**config.mk**
```make
export PLATFORM = sky130hd
export DESIGN_NAME = hazard_forward_unit
export DESIGN_NICKNAME = d
export VERILOG_FILES = /design/src/rtl/hazard_forward_unit.sv
export SDC_FILE = /design/constraint.sdc
export NUM_CORES = 1
export LEC_CHECK = 0
export CORE_MARGIN = 2
export CORE_UTILIZATION = 40
export CTS_CLUSTER_DIAMETER = 40
export DETAILED_ROUTE_END_ITERATION = 10
export GPL_ROUTABILITY_DRIVEN = 0
export GPL_TIMING_DRIVEN = 1
export PLACE_DENSITY = 0.76
export SYNTH_ARGS = -nofsm -noshare
export SYNTH_HDL_FRONTEND = slang
export SYNTH_SLANG_ARGS = --single-unit
```
**constraint.sdc**
```tcl
create_clock -name clk -period 2.35 [get_ports clk]
set_clock_uncertainty 0.05 [all_clocks]
set_input_delay 0.235 -clock clk [delete_from_list [all_inputs] [get_ports clk]]
set_output_delay 0.235 -clock clk [all_outputs]
set_load 0.01 [all_outputs]
```
**src/rtl/hazard_forward_unit.sv**
```systemverilog
// Forwarding-select and load-use hazard unit for the pipelined MIPS core.
// EX/MEM forwarding wins over MEM/WB; load-use stalls last MEM_LAT cycles.
module hazard_forward_unit #(
  parameter int AW           = 5,
  parameter int N_SRC        = 2,
  parameter int MEM_LAT      = 1,
  parameter int ZERO_REG_FWD = 0,
  parameter int CNT_W        = 16
) (
  input  logic                  clk,
  input  logic                  rst,
  input  logic [N_SRC*AW-1:0]   id_ex_src,
  input  logic [AW-1:0]         ex_mem_rd,
  input  logic                  ex_mem_regwrite,
  input  logic [AW-1:0]         mem_wb_rd,
  input  logic                  mem_wb_regwrite,
  input  logic [N_SRC*AW-1:0]   if_id_src,
  input  logic [N_SRC-1:0]      if_id_src_used,
  input  logic [AW-1:0]         id_ex_rd,
  input  logic                  id_ex_memread,
  input  logic                  flush,
  input  logic                  stat_clr,
  output logic [2*N_SRC-1:0]    forward_sel,
  output logic                  stall,
  output logic                  bubble,
  output logic [CNT_W-1:0]      stall_count
);

  typedef enum logic {IDLE, WAIT} state_t;

  state_t     state, next_state;
  logic [3:0] rem, next_rem;
  logic       mem_ok, wb_ok, hazard, src_hit, stall_int;

  // Writes to register 0 are discarded when it is hard-wired to zero.
  assign mem_ok = ex_mem_regwrite & ~((ZERO_REG_FWD != 0) && (ex_mem_rd == '0));
  assign wb_ok  = mem_wb_regwrite & ~((ZERO_REG_FWD != 0) && (mem_wb_rd == '0));

  always_comb begin
    forward_sel = '0;
    src_hit     = 1'b0;
    for (int i = 0; i < N_SRC; i++) begin
      if (mem_ok && (ex_mem_rd == id_ex_src[i*AW +: AW]))
        forward_sel[2*i +: 2] = 2'b01;
      else if (wb_ok && (mem_wb_rd == id_ex_src[i*AW +: AW]))
        forward_sel[2*i +: 2] = 2'b10;
      if (if_id_src_used[i] && (if_id_src[i*AW +: AW] == id_ex_rd))
        src_hit = 1'b1;
    end
    hazard = id_ex_memread & src_hit &
             ~((ZERO_REG_FWD != 0) && (id_ex_rd == '0));
  end

  always_ff @(posedge clk or posedge rst) begin
    if (rst) begin
      state <= IDLE;
      rem   <= 4'd0;
    end else begin
      state <= next_state;
      rem   <= next_rem;
    end
  end

  // The first stall cycle is spent in IDLE, so WAIT covers the remaining MEM_LAT-1.
  always_comb begin
    next_state = state;
    next_rem   = rem;
    stall_int  = 1'b0;
    case (state)
      IDLE: begin
        stall_int = hazard & ~flush;
        if (stall_int && (MEM_LAT > 1)) begin
          next_state = WAIT;
          next_rem   = 4'(MEM_LAT - 1);
        end
      end
      WAIT: begin
        stall_int = ~flush;
        if (flush || (rem == 4'd1)) begin
          next_state = IDLE;
          next_rem   = 4'd0;
        end else begin
          next_rem = rem - 4'd1;
        end
      end
      default: begin
        next_state = IDLE;
        next_rem   = 4'd0;
      end
    endcase
  end

  assign stall  = stall_int & ~rst;
  assign bubble = stall;

  always_ff @(posedge clk or posedge rst) begin
    if (rst)
      stall_count <= '0;
    else if (stat_clr)
      stall_count <= '0;
    else if (stall && !(&stall_count))
      stall_count <= stall_count + 1'b1;
  end

endmodule

```
; Yosys cells after proc, flatten, opt, wreduce, memory -nomap -nowiden
; Cells that the tools add are included.
[totals]
wordCells = 41
inputBits = 44
regBits = 21
out_inout_bits = 22
[op_classes]
n_bitwise = 6
n_reduce_logical = 11
eq_ne = 7
add_sub_neg = 2
mux = 12
[op_table]
columns = operator, n
row1 = two-way mux 16 bit, 2
row2 = == test 5 bit, 6
row3 = "adder 16 x 1 -> 16 bit, second input constant", 1
row4 = AND reduction 16 bit, 1
row5 = two-way mux 2 bit, 4
row6 = logical AND 1 bit, 7
row7 = "== test 4 x 1 -> 1 bit, second input constant", 1
row8 = two-way mux 1 bit, 4
row9 = two-way mux 4 bit, 1
row10 = "subtractor 4 x 1 -> 4 bit, second input constant", 1
row11 = bitwise AND 1 bit, 3
row12 = NOT 1 bit, 3
row13 = one-hot mux 1 bit (2 select lines), 1
row14 = nonzero test 2 bit, 1
row15 = logical NOT 1 bit, 1
row16 = logical OR 1 bit, 1

; Depth between registers and ports, before layout
; Gate-level depths: netlist (run 1).
[logic_depth]
ltp_word = 11
depth_mapped = 8
mapped_depth_nobuf = 7

; Worst setup path before layout (run 1)
; No wires, ideal clock.
[synth_timing]
path_kind = input-to-reg
from = in rst
to = reg stall_count[15]
setup_slack_ns = 0.392
cell_stages = 7
t_arrival_ns = 1.783
t_required_ns = 2.175
n_path_buf = 1
cell_sequence = inv_2 > nand3b_4 > nor4_2 > nor3_2 > buf_6 > nor4b_4 > mux2_4
[synth_via]
elab_chain_cells = 4
[synth_lines]
columns = item, line
row1 = start: declaration, 11  ; input logic rst,
row2 = NOT 1 bit, 93  ; assign stall = stall_int & ~rst;
row3 = bitwise AND 1 bit, 93
row4 = logical AND 1 bit, 101  ; else if (stall && !(&stall_count))
row5 = nonzero test 2 bit (no source line), n/a
row6 = end signal: assignment, 102  ; stall_count <= stall_count + 1'b1;
row7 = end: declaration, 26  ; output logic [CNT_W-1:0] stall_count
; No other way between the ends.
; A chain may end at the register's enable or synchronous reset.

; Worst setup path in the final report (run 1)
[layout_timing]
from = in id_ex_src[1]
to = out forward_sel[1]
[layout_via]
elab_chain_cells = 4
[layout_lines]
columns = item, line
row1 = start: declaration, 12  ; input logic [N_SRC*AW-1:0] id_ex_src,
row2 = == test 5 bit, 45  ; else if (wb_ok && (mem_wb_rd == id_ex_src[i*AW +: AW]))
row3 = logical AND 1 bit, 45
row4 = two-way mux 2 bit, 45
row5 = two-way mux 2 bit (*), 43  ; if (mem_ok && (ex_mem_rd == id_ex_src[i*AW +: AW]))
row6 = end: declaration, 23  ; output logic [2*N_SRC-1:0] forward_sel,
; Every way passes the cells marked *; elsewhere a longest branch is shown, timed or not.

==> metrics.log, run 1 <==
[metrics] launch point of the worst reg-to-reg path: stall_count[0]$_DFFE_PP0P_
[metrics] launch point of the critical path: id_ex_src[1]
[metrics] RSZ-0062 raised after global routing: false
[metrics] Clk Latency, worst-skew pair: 280 ps
[metrics] Post-Synthesis Cells: 174
[metrics] vias post-DR: about 1,600
[metrics] placed cell area: 2340 sq um
[metrics] I/O pin total: 66
[metrics] critical path endpoint category: output port
[metrics] Setup violations, final: 0
[metrics] GRT Overall Usage: 0.195
[metrics] post-synthesis instance area: ~1600 sq um
[metrics] count leader, synth: sky130_fd_sc_hd__dfrtp_1
[metrics] Hold WS: around 330 ps
[metrics] final-layout setup total negative slack: 0 ps
[metrics] Fmax: 444 MHz
[metrics] Rel. slew slack: 0.721
[metrics] GR Overflow Total: 0
[metrics] largest net degree at the start of global routing: 28
[metrics] initial core utilization: 0.411
[metrics] startpoint type of the worst setup path: primary input
[metrics] Min Clock Period, post-route: 2250 ps
[metrics] worst setup slack for register-to-register paths: 370 ps
[metrics] buffer type at the clock tree root: sky130_fd_sc_hd__clkbuf_8
[metrics] peak fanout along the critical path: 2
[metrics] Mean Syn Cell Area: 9.32 sq um
[metrics] overall die height: about 68 um
[metrics] DRC violations left: 0
[metrics] vias per std cell: 5.56
[metrics] number of max-capacitance violations reported: 0
[metrics] final wirelength: 4160 um
[metrics] most area-consuming cells after synthesis: sky130_fd_sc_hd__dfrtp_1 (32%), sky130_fd_sc_hd__xor2_1 (11%), sky130_fd_sc_hd__xnor2_1 (5.4%)
[metrics] run status: completed
[metrics] leakage power summed over all cells: between 0.9 and 1 nW
[metrics] setup fix buffers added after clock tree synthesis: 0
[metrics] Syn Nets: between 200 and 250
[metrics] P&R area growth vs syn: 47.5%
[metrics] library cells used by synthesis: 45
[metrics] number of pins with negative max-slew slack in the final report: 0
[metrics] number of H-tree levels: 1
[metrics] count of nets after finishing: approximately 290
[metrics] number of fill cells: approximately 350
[metrics] HPWL reported at the end of detailed placement: 3200 um
[metrics] Core Footprint: approximately 3900 sq um
[metrics] antenna violations before repair: 0
[metrics] post-route fraction of the period consumed by the critical path: 0.958
[metrics] count of final hold-check violations: 0
[metrics] classification of the worst setup path: primary input to output port
[metrics] area of combinational cells with multiple inputs: 1030 sq um
[metrics] flops & latches, synth: 21
[metrics] Crit path required time: slightly above 2000 ps
[metrics] IO buf count: 65
[metrics] number of core rows: 23
[metrics] path type of the worst min-delay path: primary input to async pin
[metrics] post-synth top area cell: sky130_fd_sc_hd__dfrtp_1
[metrics] Peak supply drop: 0.000161 V
[metrics] Storage cell area: 526 sq um
[metrics] power density over cell area: 323 nW/um^2
[metrics] Yosys warning count: 0
[metrics] via count of the first global-routing pass: 1,568
[metrics] critical path arrival: between 1500 and 2000 ps
[metrics] final antenna diode count: 0
[metrics] sequential-to-total area share from yosys stat: 0.324
[metrics] total power: between 0.7 and 0.8 mW
[metrics] Post-synth EDFFs: 0
[metrics] number of sinks on the clock net: 21
[metrics] layout cell share with drive strength beyond 1: 0.113
[metrics] Worst-path clk slew: 90 ps
[metrics] async set or reset register ratio after synthesis: 1.00
[metrics] buffers from clock root to sink, at most: 2
[metrics] Worst Tran Pin Value: 418 ps
[metrics] area fraction of the dominant cell type after synthesis: 0.324
[metrics] number of DRC markers in iteration 0: 74
[metrics] summed area of non-filler cells in the final layout: 2390 sq um
[metrics] dominant synthesized flop cell: sky130_fd_sc_hd__dfrtp_1
[metrics] commonest cells in the netlist: sky130_fd_sc_hd__dfrtp_1 (21), sky130_fd_sc_hd__xor2_1 (20), sky130_fd_sc_hd__a21oi_1 (12), sky130_fd_sc_hd__o31ai_1 (10), sky130_fd_sc_hd__xnor2_1 (10)
[metrics] global-route wire length before repair: 6770 um
[metrics] Detailed Routing Iterations Pass 1: 4
[metrics] Die Footprint: approximately 4600 sq um
[metrics] CTS Buf Count: 3
[metrics] final antenna-violating net count: 0
[metrics] horizontal die dimension: 67.7 um
[metrics] TritonCTS clock tree: done
[metrics] post-DR wirelength/cell: about 14 um
[final cells by class]
class,instances,share of cell area
clock buffers,3,0.0173
flip-flops and latches,21,0.220
well taps,50,0.0262
multi-input cells,138,0.429
inverters,6,0.00941
clock inverters,1,0.00209
repair buffers,71,0.296
[through the flow]
stage	util	cells	setup slack, ps
3_5_place_dp	0.593	286	21.2
4_1_cts	0.605	290	91.2
5_1_grt	0.607	290	25.8
6_report	0.607	290	99.7
3_3_place_gp	0.593	286	90.7
2_1_floorplan	-	174	392
[registers in the layout, summed over array words and instances, names as in the netlist]
register     count
stall_count     16
state            1
rem              4
[layout by cell type, fill, tap and decap left out, drive strengths merged]
cell type,netlist,final
and3,4,4
o21ai,7,7
and4,1,1
clkdlybuf4s50,0,65
nor3,4,4
a22o,1,1
nand2b,3,3
nand4b,1,1
dfrtp,21,21
nand4,7,7
nor2,8,8
xor2,20,20
nor2b,1,1
nor4b,1,1
and2,2,2
o31ai,10,10
nand3,6,6
o22ai,1,1
ha,3,3
or4,9,9
nand3b,2,2
buf,7,6
clkbuf,2,3
a31oi,1,1
or3,2,2
clkinv,0,1
xnor2,10,10
inv,6,6
nor4,9,9
mux2i,1,1
a21oi,13,13
nand2,8,8
a21o,1,1
mux2,2,2
[power by group]
group / internal [mW] / switching [mW]
combinational: 0.0984 / 0.0628
sequential: 0.361 / 0.000123
clock: 0.119 / 0.132
[per-layer routing]
layer,global-route usage,vias to the layer above,share of wire
met4,0.0765,0,0.016
met2,0.346,66,0.49
li1,-,778,-
met1,0.238,762,0.41
met5,0,-,0
met3,0.0217,7,0.079
[path summary, 6_finish.rpt]
| check | endpoint | cells past startpoint |
|---|---|---|
| worst max-delay path | forward_sel[1] | 6 |
| worst min-delay path | stall_count[4]$_DFFE_PP0P_ | 3 |
| worst max register to register | stall_count[9]$_DFFE_PP0P_ | 6 |
| worst min register to register | rem[0]$_DFFE_PP0P_ | 1 |
| max in group asynchronous | stall_count[6]$_DFFE_PP0P_ | 3 |
| min in group clk | rem[0]$_DFFE_PP0P_ | 1 |
[worst max-delay path: stages]
cell and delay (ps):
sky130_fd_sc_hd__clkdlybuf4s50_1 450, sky130_fd_sc_hd__xor2_1 170, sky130_fd_sc_hd__nor4_1 330, sky130_fd_sc_hd__nand3_1 130, sky130_fd_sc_hd__nor2_1 110, sky130_fd_sc_hd__clkdlybuf4s50_1 550
[what timing repair did]
| action | in CTS | in global routing |
|---|---|---|
| resized for setup | 0 | 1 |
| hold buffers | 0 | 0 |
| setup endpoints to repair | 0 | 1 |
[cells by family after synthesis]
| kind of cell | share of synthesized area |
|---|---|
| AO/OA/AOI/OAI | 0.128 |
| XOR/XNOR | 0.162 |
| adder cells (fa/ha/maj) | 0.0232 |
| buffers and inverters | 0.0517 |
| flip-flops | 0.324 |
| multiplexers | 0.0247 |
| AND/OR/NAND/NOR | 0.286 |
No activity file was read; power rests on OpenSTA's default activity.
==> run 2, diff against run 1 <==
CORE_MARGIN = 1.5   (was 2)
CORE_UTILIZATION = 43   (was 40)
MAX_ROUTING_LAYER = met4   (was not set)
PLACE_DENSITY = 0.81   (was 0.76)
==> metrics.log, run 2 (synthesis results as in run 1) <==
[metrics] number of H-tree levels: 1 (unchanged)
[metrics] peak fanout along the critical path: 2 (unchanged)
[metrics] startpoint type of the worst setup path: primary input
[metrics] count of nets after finishing: 289 (+0.35%)
[metrics] run status: completed
[metrics] share of total power in combinational logic: 0.209 (about the same)
[metrics] launch point of the worst reg-to-reg path: stall_count[2]$_DFFE_PP0P_
[metrics] number of core rows: 22 (-4.3%)
[metrics] horizontal die dimension: 64.4 um (-4.8%)
[metrics] CTS Buf Count: 3 (unchanged)
[metrics] pre-CTS setup slack: 4.94 ps (-16.3 ps)
[metrics] classification of the worst setup path: primary input to output port
[metrics] GRT Overall Usage: 0.205 (+0.0109)
[metrics] GR Overflow Total: 0 (unchanged)
[metrics] Hold WS: 342 ps (+12.1 ps)
[metrics] final wirelength: 3860 um (-7.3%)
[metrics] commonest cells after routing, fill and taps aside: sky130_fd_sc_hd__clkdlybuf4s50_1 (63), sky130_fd_sc_hd__dfrtp_1 (21), sky130_fd_sc_hd__xor2_1 (20), sky130_fd_sc_hd__a21oi_1 (12)
[metrics] P&R area growth vs syn: 47.8%
[metrics] largest net degree at the start of global routing: 28 (unchanged)
[metrics] Reg with most FFs: stall_count
[metrics] flip-flop count of the largest register, all copies and words added: 16 (unchanged)
[metrics] RSZ-0062 raised after global routing: false
[metrics] Cell Count Post-Placement: 285 (-0.35%)
[metrics] launch point of the critical path: id_ex_src[1]
[metrics] Setup violations, final: 0 (unchanged)
[metrics] Fmax: 450 MHz (+1.3%)
[metrics] most common library cell in the layout ignoring fill and taps: sky130_fd_sc_hd__clkdlybuf4s50_1
[metrics] number of sinks on the clock net: 21 (unchanged)
[metrics] number of max-capacitance violations reported: 0 (unchanged)
[metrics] Cell Int Power: 0.577 mW (-0.20%)
[metrics] Clk Latency, worst-skew pair: 260 ps (-20 ps)
[metrics] final-layout setup total negative slack: 0 ps (unchanged)
[metrics] total power: 0.755 mW (-2.4%)
[metrics] buffer type at the clock tree root: sky130_fd_sc_hd__clkbuf_8
[metrics] initial core utilization: 0.446 (+0.0350)
[metrics] top flop regs: stall_count (16), rem (4), state (1)
[metrics] number of DRC markers in iteration 0: 60 (-19%)
[metrics] via count of the first global-routing pass: 1,519 (-3.1%)
[metrics] Detailed Routing Iterations Pass 1: 4 (unchanged)
[metrics] Psw: 0.178 mW (-8.8%)
[metrics] number of standard cells in the layout, taps in and fillers out: 289 (-0.34%)
[metrics] final antenna-violating net count: 0 (unchanged)
[metrics] leakage power summed over all cells: 0.973 nW (+4.6%)
[metrics] critical path endpoint category: output port
[metrics] Crit path required time: 2070 ps (about the same)
[metrics] Rel. slew slack: 0.735 (+0.0143)
[metrics] layout cell share with drive strength beyond 1: 0.112 (-0.000467)
[metrics] TritonCTS clock tree: done
[metrics] Worst Tran Pin Value: 396 ps (-21.4 ps)
[metrics] vias post-DR: 1,570 (-2.7%)
[metrics] I/O pin total: 66 (unchanged)
[metrics] antenna violations before repair: 0 (unchanged)
[metrics] DRC violations left: 0 (unchanged)
[metrics] HPWL reported at the end of detailed placement: 3060 um (-4.6%)
[metrics] vias per std cell: 5.43 (-2.3%)
[metrics] net switching fraction of the power: 0.236 (-0.0166)
[metrics] critical path arrival: 1940 ps (-30 ps)
[metrics] buffers from clock root to sink, at most: 2 (unchanged)
[metrics] worst setup slack for register-to-register paths: 490 ps (+120 ps)
[metrics] count of final hold-check violations: 0 (unchanged)
[metrics] power density over cell area: 315 nW/um^2 (-2.5%)
[metrics] Post-CTS Hold Fix Bufs: 0 (unchanged)
[metrics] number of pins with negative max-slew slack in the final report: 0 (unchanged)
[metrics] reg2reg end: stall_count[12]$_DFFE_PP0P_
[metrics] Min Clock Period, post-route: 2220 ps (-28.0 ps)
[metrics] post-DR wirelength/cell: 13.4 um (-7.0%)
[metrics] final critical-path setup slack: 128 ps (+28.0 ps)
[metrics] Core Footprint: 3630 sq um (-7.8%)
[metrics] post-route fraction of the period consumed by the critical path: 0.946 (-0.0119)
[metrics] final antenna diode count: 0 (unchanged)
[metrics] Worst Reg2Reg Path Length in Cells: 6 (unchanged)
[metrics] Worst-path clk slew: 80 ps (about the same)
[metrics] power share of the clock group: 0.313 (-0.012)
[metrics] global-route wire length before repair: 6570 um (-3.0%)
[metrics] Peak supply drop: 0.000236 V (+47%)
[metrics] IO buf count: 65 (unchanged)
[metrics] Sequential Power Share: 0.478 (+0.011)
[metrics] Die Footprint: 4150 sq um (-9.4%)
[metrics] overall die height: 64.4 um (-4.8%)
[metrics] path type of the worst min-delay path: primary input to async pin
## run 2: layout make-up
type | count | area (sq um)
fill | 312 | 1240
multi-input combinational | 138 | 1020
timing repair buffer | 72 | 721
sequential | 21 | 526
tap | 48 | 60.1
clock buffer | 3 | 41.3
inverter | 6 | 22.5
clock inverter | 1 | 5.00
## run 2: layer usage
layer | global-route usage | vias up | wire length [um]
li1 | - | 775 | -
met1 | 0.239 | 739 | 1650
met2 | 0.352 | 52 | 1860
met3 | 0.0347 | 4 | 279
met4 | 0.0878 | 0 | 68
met5 | - | - | 0
## run 2: how the worst max path moves through the flow
stage                                        to
floorplan           stall_count[15]$_DFFE_PP0P_
global placement    stall_count[15]$_DFFE_PP0P_
detailed placement   stall_count[7]$_DFFE_PP0P_
CTS                                      bubble
global route                     forward_sel[1]
finish                           forward_sel[1]
## run 2: power by group through the flow
stage | logic (mW) | registers, mW | clock network, mW
6_report | 0.158 | 0.361 | 0.236
5_1_grt | 0.172 | 0.361 | 0.261
4_1_cts | 0.160 | 0.361 | 0.245
3_5_place_dp | 0.160 | 0.368 | 0
3_3_place_gp | 0.158 | 0.368 | 0
2_1_floorplan | 0.0575 | 0.368 | 0
## run 2: what timing repair did
item                                    in CTS  in global routing
gates resized for setup                      0                  2
setup buffers                                0                  0
endpoints found under the setup margin       0                  2
## run 2: stage by stage
stage,util,cell area [sq um]
after floorplan,-,1620
after CTS,0.658,2390
after global routing,0.659,2400
after global placement,0.645,2340
final,0.659,2400
after detailed placement,0.645,2340
## run 2: worst max-delay path: stages
cell and delay, ps:
sky130_fd_sc_hd__clkdlybuf4s50_1 440, sky130_fd_sc_hd__xor2_1 170, sky130_fd_sc_hd__nor4_1 290, sky130_fd_sc_hd__nand3_1 110, sky130_fd_sc_hd__nor2_1 120, sky130_fd_sc_hd__clkdlybuf4s50_1 560
